File: src/rtl/ram_fifo_ctrl_if.sv
// Stream bundle for ram_fifo_ctrl: write stream (s_*) in, read stream (m_*) out.
// Latency: none, wires only.
// Backpressure: s_ready / m_ready carry valid/ready flow control in each direction.
// Ports: s_valid/s_ready/s_data (write side), m_valid/m_ready/m_data (read side).
// Modports: master = producer/consumer side, slave = controller side.
interface ram_fifo_ctrl_if #(
    parameter int DATA_W = 8
);
    logic              s_valid;
    logic              s_ready;
    logic [DATA_W-1:0] s_data;
    logic              m_valid;
    logic              m_ready;
    logic [DATA_W-1:0] m_data;

    modport master (
        output s_valid, s_data, m_ready,
        input  s_ready, m_valid, m_data
    );

    modport slave (
        input  s_valid, s_data, m_ready,
        output s_ready, m_valid, m_data
    );
endinterface

File: src/rtl/ram_fifo_ctrl.sv
// FWFT FIFO controller around a 16x8 RAM with separate write (port 0) and read (port 1) ports.
// Latency: word accepted at edge T shows as m_valid after edge T+2; one word/cycle each side.
// Backpressure: s_ready = !ram_full from registered state; 2-entry skid absorbs the RAM read latency.
// Ports: clk, rst_n (async, active low), clr (sync flush), io (stream bundle, slave side),
//        ram_wr_* / ram_rd_* (RAM strobes, addresses, data), count (RAM + in-flight + skid).
// Optional: define RAM_FIFO_CTRL_ALMOST_FULL_EN to add the registered almost_full output and AF_LEVEL.
module ram_fifo_ctrl #(
    parameter int DATA_W   = 8,
    parameter int ADDR_W   = 4
`ifdef RAM_FIFO_CTRL_ALMOST_FULL_EN
    ,
    parameter int AF_LEVEL = 12
`endif
) (
    input  logic                clk,
    input  logic                rst_n,
    input  logic                clr,
    ram_fifo_ctrl_if.slave      io,
    output logic                ram_wr_en,
    output logic [ADDR_W-1:0]   ram_wr_addr,
    output logic [DATA_W-1:0]   ram_wr_data,
    output logic                ram_rd_en,
    output logic [ADDR_W-1:0]   ram_rd_addr,
    input  logic [DATA_W-1:0]   ram_rd_data,
`ifdef RAM_FIFO_CTRL_ALMOST_FULL_EN
    output logic                almost_full,
`endif
    output logic [ADDR_W+1:0]   count
);

    // Pointers carry one extra wrap bit so full and empty are distinguishable.
    logic [ADDR_W:0]     wr_ptr;
    logic [ADDR_W:0]     rd_ptr;
    logic [ADDR_W:0]     ram_count;
    logic                ram_full;
    logic                ram_empty;
    logic                rd_inflight;
    logic [1:0]          skid_cnt;
    logic [DATA_W-1:0]   skid_head;
    logic [DATA_W-1:0]   skid_tail;
    logic                wr_fire;
    logic                pop;
    logic                push;
    logic [2:0]          skid_occ;

    assign ram_count = wr_ptr - rd_ptr;
    assign ram_full  = (wr_ptr[ADDR_W] != rd_ptr[ADDR_W]) &&
                       (wr_ptr[ADDR_W-1:0] == rd_ptr[ADDR_W-1:0]);
    assign ram_empty = (wr_ptr == rd_ptr);

    // s_ready depends only on pointer state (and reset), never on s_valid or m_ready.
    assign io.s_ready = rst_n & ~ram_full;
    assign io.m_valid = (skid_cnt != 2'd0);
    assign io.m_data  = skid_head;

    assign wr_fire     = io.s_valid & io.s_ready & ~clr;
    assign ram_wr_en   = wr_fire;
    assign ram_wr_addr = wr_ptr[ADDR_W-1:0];
    assign ram_wr_data = io.s_data;

    assign pop  = io.m_valid & io.m_ready;
    assign push = rd_inflight;

    // Issue a read only if the skid will have room when the data lands next cycle:
    // entries held + the read already in flight, less the pop happening now, must be < 2.
    assign skid_occ    = {1'b0, skid_cnt} + {2'b00, rd_inflight};
    assign ram_rd_en   = ~ram_empty & ~clr & (skid_occ < (3'd2 + {2'b00, pop}));
    assign ram_rd_addr = rd_ptr[ADDR_W-1:0];

    assign count = {1'b0, ram_count}
                 + {{(ADDR_W+1){1'b0}}, rd_inflight}
                 + {{ADDR_W{1'b0}}, skid_cnt};

    always_ff @(posedge clk or negedge rst_n) begin
        if (!rst_n) begin
            wr_ptr      <= '0;
            rd_ptr      <= '0;
            rd_inflight <= 1'b0;
            skid_cnt    <= 2'd0;
            skid_head   <= '0;
            skid_tail   <= '0;
        end else if (clr) begin
            // Flush drops the concurrent write and whatever the RAM is returning.
            wr_ptr      <= '0;
            rd_ptr      <= '0;
            rd_inflight <= 1'b0;
            skid_cnt    <= 2'd0;
            skid_head   <= '0;
            skid_tail   <= '0;
        end else begin
            if (wr_fire) begin
                wr_ptr <= wr_ptr + (ADDR_W+1)'(1);
            end
            if (ram_rd_en) begin
                rd_ptr <= rd_ptr + (ADDR_W+1)'(1);
            end
            rd_inflight <= ram_rd_en;

            case ({push, pop})
                2'b10: begin
                    if (skid_cnt == 2'd0) begin
                        skid_head <= ram_rd_data;
                    end else begin
                        skid_tail <= ram_rd_data;
                    end
                    skid_cnt <= skid_cnt + 2'd1;
                end
                2'b01: begin
                    skid_head <= skid_tail;
                    skid_cnt  <= skid_cnt - 2'd1;
                end
                2'b11: begin
                    // Count unchanged; the landing word goes wherever the head/tail shift leaves room.
                    if (skid_cnt == 2'd1) begin
                        skid_head <= ram_rd_data;
                    end else begin
                        skid_head <= skid_tail;
                        skid_tail <= ram_rd_data;
                    end
                end
                default: begin
                end
            endcase
        end
    end

`ifdef RAM_FIFO_CTRL_ALMOST_FULL_EN
    always_ff @(posedge clk or negedge rst_n) begin
        if (!rst_n) begin
            almost_full <= 1'b0;
        end else if (clr) begin
            almost_full <= 1'b0;
        end else begin
            almost_full <= (ram_count >= (ADDR_W+1)'(AF_LEVEL));
        end
    end
`endif

endmodule

File: src/flat_wrapper.sv
// flat-port wrapper written by rule: the top's interface ports become plain ports
module ram_fifo_ctrl_flat 
#(
    parameter int DATA_W   = 8,
    parameter int ADDR_W   = 4

)
  (clk, rst_n, clr, ram_wr_en, ram_wr_addr, ram_wr_data, ram_rd_en, ram_rd_addr, ram_rd_data, count, io_s_valid, io_s_data, io_m_ready, io_s_ready, io_m_valid, io_m_data);
  ram_fifo_ctrl_if #(.DATA_W(DATA_W)) io_i ();
  input  logic clk;
  input  logic rst_n;
  input  logic clr;
  output logic ram_wr_en;
  output logic [ADDR_W-1:0] ram_wr_addr;
  output logic [DATA_W-1:0] ram_wr_data;
  output logic ram_rd_en;
  output logic [ADDR_W-1:0] ram_rd_addr;
  input  logic [DATA_W-1:0] ram_rd_data;
  output logic [ADDR_W+1:0] count;
  input wire logic [$bits(io_i.s_valid)-1:0] io_s_valid;
  input wire logic [$bits(io_i.s_data)-1:0] io_s_data;
  input wire logic [$bits(io_i.m_ready)-1:0] io_m_ready;
  output wire logic [$bits(io_i.s_ready)-1:0] io_s_ready;
  output wire logic [$bits(io_i.m_valid)-1:0] io_m_valid;
  output wire logic [$bits(io_i.m_data)-1:0] io_m_data;
  assign io_i.s_valid = io_s_valid;
  assign io_i.s_data = io_s_data;
  assign io_i.m_ready = io_m_ready;
  assign io_s_ready = io_i.s_ready;
  assign io_m_valid = io_i.m_valid;
  assign io_m_data = io_i.m_data;
  ram_fifo_ctrl #(.DATA_W(DATA_W), .ADDR_W(ADDR_W)) u_core (.clk(clk), .rst_n(rst_n), .clr(clr), .io(io_i), .ram_wr_en(ram_wr_en), .ram_wr_addr(ram_wr_addr), .ram_wr_data(ram_wr_data), .ram_rd_en(ram_rd_en), .ram_rd_addr(ram_rd_addr), .ram_rd_data(ram_rd_data), .count(count));
endmodule
File: config.mk
export PLATFORM = sky130hd
export DESIGN_NAME = ram_fifo_ctrl_flat
export DESIGN_NICKNAME = d
export VERILOG_FILES = /design/src/rtl/ram_fifo_ctrl_if.sv /design/src/rtl/ram_fifo_ctrl.sv /design/src/flat_wrapper.sv
export SDC_FILE = /design/constraint.sdc
export NUM_CORES = 1
export LEC_CHECK = 0
export CORE_MARGIN = 2
export CORE_UTILIZATION = 45
export DETAILED_ROUTE_END_ITERATION = 6
export PLACE_DENSITY_LB_ADDON = 0.08
export SETUP_SLACK_MARGIN = 0.2
export SLEW_MARGIN = 0
export SYNTH_ARGS = -nofsm -noshare
export SYNTH_HDL_FRONTEND = slang
export SYNTH_SLANG_ARGS = --single-unit
File: constraint.sdc
create_clock -name clk -period 4.5 [get_ports clk]
set_input_delay 0.9 -clock clk [delete_from_list [all_inputs] [get_ports clk]]
set_output_delay 0.9 -clock clk [all_outputs]
set_load 0.1 [all_outputs]
==> impl_metrics.py, run 1 <==
metrics = {
    "clocking": {
        "tritoncts": "done",
        "ctsHoldBuffers": 0,
        "cts_buffers": 5,
        "cts.reportedPaths.clkPinSlew_ns": 0.06,
        "cts_max_level": 2,
        "numClockSinks": 29,
        "post-cts-setup-buffers": 0,
        "cts_buffer_depth": 2,
        "clk_latency_ns": 0.28,
        "post_cts_resized": 0,
        "root_buffer": "clkbuf_8",
    },
    "pwr": {
        "ir_worst_vdd_uv": 361,
        "powerDensity_nw_per_um2": 772,
        "p_leak_uw": 0.00109,
    },
    "sta": {
        "finalSetupViolations": 0,
        "max_freq_mhz": 278,
        "hold_viol": 0,
        "rsz0062_at_grt": "no",
        "fin_crit_sh": 0.800,
        "fin_crit_ns": 3.60,
        "setup_tns_ns": 0,
        "finalMaxSlewViolations": 0,
        "slew_headroom": 0.348,
        "tightest_slew_ns": 0.974,
        "finalClockSkew_ns": 0.00618,
    },
    "setup_path": {
        "start_kind": "register",
        "cp_data_arrival_time_ns": 2.70,
        "critPathCaptureType": "output port",
        "worstSetupPathType": "reg2out",
        "required_ns": 3.60,
        "cp_max_fo": 4,
    },
    "route": {
        "vias_per_cell": 5.38,
        "postRouteAntennaNets": 0,
        "num_vias": 1462,
        "routed_wl_mm": 4.03,
        "wl_per_cell_um": 14.8,
        "drt-pass1-iter-count": 4,
        "post-route-drc-count": 0,
        "drt_iter0_drc": 44,
    },
    "logic_synthesis": {
        "synth_fp_nets": 232,
        "postSynthAreaPerCell_um2": 9.75,
        "synthDistinctLibCells": 35,
        "ys_ff_latch": 29,
        "synth_seq_area_share": 0.384,
        "syn_area_um2": 1890,
        "synthCells": 194,
        "yosys_warnings": 0,
    },
    "layout": {
        "nNetsFinal": 260,
        "fin_util": 0.578,
        "area.growth.synth_to_final_pct": 23.2,
        "mostFrequentLayoutCells": "clkdlybuf4s50_1, dfrtp_1, nor2_1, inv_1, ha_1",
        "layout-drive-gt1-share": 0.0946,
        "antenna_cells": 0,
    },
    "global_routing": {
        "first_global_vias": 1480,
        "grt_first_pass_wirelength_mm": 6.70,
        "grt_overflow": 0,
        "grt_antenna_before_repair": 0,
        "grt_max_degree": 34,
        "grt.total_usage": 0.195,
    },
    "flow_run": {
        "drv_cap": 0,
    },
    "place": {
        "dpl.hpwl_mm": 3.01,
        "io_buffer_count": 38,
        "gp_congestion": 0.796,
    },
    "floorplan": {
        "num_rows": 23,
        "start_util": 0.469,
        "die_h_um": 68.8,
        "ios": 55,
        "die_w_um": 68.8,
        "die_area_um2": 4740,
        "core-area_um2": 4030,
    },
    "status": {
        "outcome": "complete, no violations",
    },
    "worst_hold_path": {
        "worstHoldPathType": "reg2reg",
    },
}
==> cells in the mapped netlist <==
master     instances  area, µm²
a211o_1            2       17.5
a211oi_1           8       60.1
a21o_1             1       7.51
a21oi_1            5       25.0
a221o_1            1       10.0
a221oi_1           1       8.76
a22oi_1            8       60.1
a31oi_1            1       6.26
and4_1             3       26.3
buf_2              1       5.00
buf_4             16        120
clkbuf_1           3       11.3
dfrtp_1           29        726
fa_1               3       60.1
ha_1              14        175
inv_1             15       56.3
mux2i_1           11        110
nand2_1            7       26.3
nand2b_1           2       12.5
nand3_1            4       20.0
nand3b_1           4       30.0
nand4_1            1       6.26
nor2_1            26       97.6
nor2b_1            1       6.26
nor3_1             1       5.00
o2111ai_1          1       8.76
o211ai_1           3       22.5
o21a_1             1       7.51
o21ai_0            5       25.0
o21ai_1            1       5.00
o21bai_1           1       7.51
or3_1              2       12.5
xnor2_1            4       35.0
xnor2_2            1       16.3
xor2_1             7       61.3
==> cell type report <==
cell class              instances  area [µm²]
inverters                      15        56.3
multi-input cells             130         977
clock inverters                 1        7.51
flip-flops and latches         29         726
repair buffers                 41         418
well taps                      50        62.6
fillers                       361        1700
clock buffers                   6        82.6
==> where the power goes <==
part / internal (µW) / leakage, µW / switching, µW
Sequential: 315 / 0.000395 / 46.5
Combinational: 320 / 0.000656 / 901
Clock: 121 / 0.0000433 / 96.0
==> critical path: stages, from the launching register on <==
cell     delay [ns]
dfrtp_1        0.40
inv_1          0.11
ha_1           0.18
inv_1          0.06
fa_1           0.48
ha_1           0.29
nor2b_1        0.12
o21ai_0        0.31
xor2_1         0.18
buf_4          0.30
==> state kept, by name (all words and copies together), names as in the netlist <==
register	cells
u_core.skid_tail	8
u_core.wr_ptr	5
u_core.skid_cnt	2
u_core.io.m_data	8
u_core.push	1
u_core.rd_ptr	5
==> per-stage QoR <==
stage	power [µW]	instance area (µm²)	instances	hold slack [ns]	setup slack [ns]
after global routing	1910	2330	272	0.568	0.752
after floorplan	1370	1900	194	0.490	0.271
after detailed placement	1590	2240	265	0.519	1.20
after global placement	1570	2240	265	0.505	1.27
final	1800	2330	272	0.529	0.900
after CTS	1810	2330	272	0.533	0.896
==> final timing paths <==
kind                                            startpoint                         endpoint  slack (ns)  cells past startpoint
max                           u_core.wr_ptr[0]$_DFFE_PN0P_                         count[3]        0.90                      9
min                        u_core.skid_tail[2]$_DFFE_PN0P_  u_core.skid_tail[2]$_DFFE_PN0P_        0.53                      2
max reg2reg                 u_core.skid_cnt[1]$_DFFE_PN0P_  u_core.io.m_data[2]$_DFFE_PN0P_        2.06                      9
min reg2reg                u_core.skid_tail[2]$_DFFE_PN0P_  u_core.skid_tail[2]$_DFFE_PN0P_        0.53                      2
max in group asynchronous                            rst_n  u_core.io.m_data[2]$_DFFE_PN0P_        3.10                      2
min in group asynchronous                            rst_n  u_core.io.m_data[5]$_DFFE_PN0P_        1.10                      2
==> cells by family after synthesis <==
family          count (synthesis)  synth area share
xor+xnor                       12            0.0596
mux                            11            0.0582
simple gates                   51             0.128
compound gates                 39             0.144
fa+ha+maj                      17             0.124
flops                          29             0.384
buf+inv                        35             0.102
==> routing by layer <==
layer / track usage / part of all wire / vias to the layer above
met5: 0 / 0 / -
met4: 0.0833 / 0.015 / 0
met3: 0.0406 / 0.046 / 7
met2: 0.299 / 0.45 / 41
met1: 0.267 / 0.49 / 695
li1: - / - / 719
(Power assumes the default switching activity.)
==> inputs of run 2 (changes only) <==
Clock period 4.5 ns to 3.7 ns, I/O delays scaled along.
==> run 2 against run 1 <==
  * Die area unchanged
  * Via count increased by 2.5%
  * Sequential share of layout area decreased by 1.3 points
  * Non-clock buffer count grew 1
  * Sequential cell count is the same
  * Hold slack better by 0.0045 ns
  * Combinational power is 30% higher
  * Clock skew fell by 0.0033 ns
  * Global-route usage is 1.1 points higher
  * First-iteration DRC count increased by 80%
  * Register-to-register slack worse by 0.89 ns
  * Final cell count grew 0.37%
  * Largest cell class unchanged
  * Highest routed layer unchanged
==> impl_metrics.py, run 2 (same netlist as run 1, synthesis figures left out) <==
metrics = {
    "sta": {
        "hold_viol": 0,
        "max_freq_mhz": 303,
        "tightest_slew_ns": 1.00,
        "hold-worst-slack_ns": 0.533,
        "finalMaxSlewViolations": 0,
        "fin_crit_ns": 3.30,
        "slew_headroom": 0.330,
        "finalSetupViolations": 0,
        "rsz0062_at_grt": "no",
        "fin_crit_sh": 0.891,
        "finalClockSkew_ns": 0.00287,
        "setup_ws_ns": 0.403,
    },
    "clocking": {
        "cts_buffers": 5,
        "tritoncts": "done",
        "cts.reportedPaths.clkPinSlew_ns": 0.06,
        "post-cts-setup-buffers": 0,
        "numClockSinks": 29,
        "root_buffer": "clkbuf_8",
        "cts_max_level": 2,
        "clk_latency_ns": 0.28,
        "cts_buffer_depth": 2,
    },
    "layout": {
        "fin_area_um2": 2430,
        "layout-drive-gt1-share": 0.126,
        "nNetsFinal": 261,
        "final_common_cell": "dfrtp_1",
        "mostFrequentLayoutCells": "dfrtp_1, clkdlybuf4s50_1, nor2_1, inv_1, ha_1",
        "antenna_cells": 0,
        "instances_no_fill": 273,
        "area.growth.synth_to_final_pct": 28.4,
    },
    "status": {
        "outcome": "complete, no violations",
    },
    "flow_run": {
        "drv_cap": 0,
    },
    "global_routing": {
        "grt_first_pass_wirelength_mm": 7.09,
        "grt_max_degree": 30,
        "grt_overflow": 0,
        "grt_antenna_before_repair": 0,
        "first_global_vias": 1495,
        "grt.total_usage": 0.206,
    },
    "setup_path": {
        "crit_family": "adder cells",
        "cp_data_arrival_time_ns": 2.56,
        "start_kind": "register",
        "worstSetupPathType": "reg2out",
        "required_ns": 2.96,
        "cpPeakStageDelay_ns": 0.49,
        "cp_max_fo": 4,
        "crit_slowest_cell": "fa_1",
        "crit_chain": "inv_1 > ha_1 > inv_1 > fa_1 > ha_1 > nor2b_1 > o21ai_2 > nor3_2 > buf_12",
        "critPathBufInv": 3,
        "critPathCaptureType": "output port",
    },
    "floorplan": {
        "die_area_um2": 4740,
        "num_rows": 23,
        "core-area_um2": 4030,
        "start_util": 0.469,
        "ios": 55,
        "die_h_um": 68.8,
        "die_w_um": 68.8,
    },
    "place": {
        "io_buffer_count": 38,
        "dpl.hpwl_mm": 3.18,
        "gp_congestion": 0.816,
        "dpl.cell_count": 266,
        "dpl-instance-area_um2": 2320,
        "dpl_worst_slack_ns": 0.490,
    },
    "route": {
        "drt_iter0_drc": 79,
        "routed_wl_mm": 4.23,
        "wl_per_cell_um": 15.5,
        "drt-pass1-iter-count": 4,
        "post-route-drc-count": 0,
        "vias_per_cell": 5.49,
        "num_vias": 1499,
        "postRouteAntennaNets": 0,
    },
    "pwr": {
        "powerDensity_nw_per_um2": 963,
        "ir_worst_vdd_uv": 597,
        "p_leak_uw": 0.00113,
        "p_int_uw": 1030,
        "power_frac_seq": 0.188,
        "p_clk_frac": 0.136,
        "switching_share": 0.557,
        "comb_power_share": 0.676,
        "switchingPower_uw": 1300,
        "total_power_uw": 2340,
    },
    "worst_hold_path": {
        "worstHoldPathType": "reg2reg",
    },
}
run 2: changes by cell type in the layout (fill, tap and decap cells not counted), sizes merged:
| cell | change |
|---|---|
| clkbuf | -1 |
| clkinv | +1 |
| bufinv | +1 |
| clkdlybuf4s50 | -1 |
| buf | +2 |
| clkinvlp | -1 |
run 2: final timing paths:
| path | startpoint | endpoint | slack (ns) | cells past startpoint |
|---|---|---|---|---|
| min in group asynchronous | rst_n | u_core.rd_ptr[4]$_DFFE_PN0P_ | 0.91 | 2 |
| setup reg to reg | u_core.skid_cnt[1]$_DFFE_PN0P_ | u_core.io.m_data[5]$_DFFE_PN0P_ | 1.17 | 9 |
| setup / recovery | u_core.wr_ptr[0]$_DFFE_PN0P_ | count[5] | 0.40 | 9 |
| hold reg to reg | u_core.skid_tail[0]$_DFFE_PN0P_ | u_core.skid_tail[0]$_DFFE_PN0P_ | 0.53 | 2 |
| hold / removal | u_core.skid_tail[0]$_DFFE_PN0P_ | u_core.skid_tail[0]$_DFFE_PN0P_ | 0.53 | 2 |
| max in group asynchronous | rst_n | u_core.io.m_data[5]$_DFFE_PN0P_ | 2.55 | 2 |
run 2: layout make-up:
cell class              count  area (µm²)
fillers                   335        1600
multi-input cells         130        1010
flip-flops and latches     29         726
repair buffers             42         473
clock buffers               5        68.8
well taps                  50        62.6
inverters                  15        56.3
clock inverters             2        35.0
run 2: timing repair:
item                                    in CTS  in global routing
hold buffers                                 0                  0
endpoints found under the setup margin       1                  2
pin swaps                                    0                  0
gates resized for setup                      1                  2
cloned                                       0                  0
run 2: worst min-delay path: stages (launching register included):
cell,delay (ns)
dfrtp_1,0.34
mux2i_1,0.07
nor2_1,0.08
run 2: power by group through the flow:
| stage | sequential (µW) | combinational [µW] | clock (µW) |
|---|---|---|---|
| 2_1_floorplan | 602 | 1090 | 0 |
| 3_3_place_gp | 439 | 1560 | 0 |
| 3_5_place_dp | 444 | 1580 | 0 |
| 4_1_cts | 438 | 1580 | 324 |
| 5_1_grt | 449 | 1680 | 341 |
| 6_report | 439 | 1580 | 318 |
run 2: through the flow:
stage	utilization	setup TNS, ns
2_1_floorplan	-	-0.00439
4_1_cts	0.601	0
6_report	0.602	0
3_3_place_gp	0.575	0
5_1_grt	0.602	0
3_5_place_dp	0.575	0
run 2: routing by layer:
| layer | track usage | wire, µm | vias to the layer above |
|---|---|---|---|
| li1 | - | - | 716 |
| met1 | 0.271 | 1970 | 725 |
| met2 | 0.322 | 1970 | 49 |
| met3 | 0.0568 | 209 | 9 |
| met4 | 0.0809 | 87 | 0 |
| met5 | 0 | 0 | - |
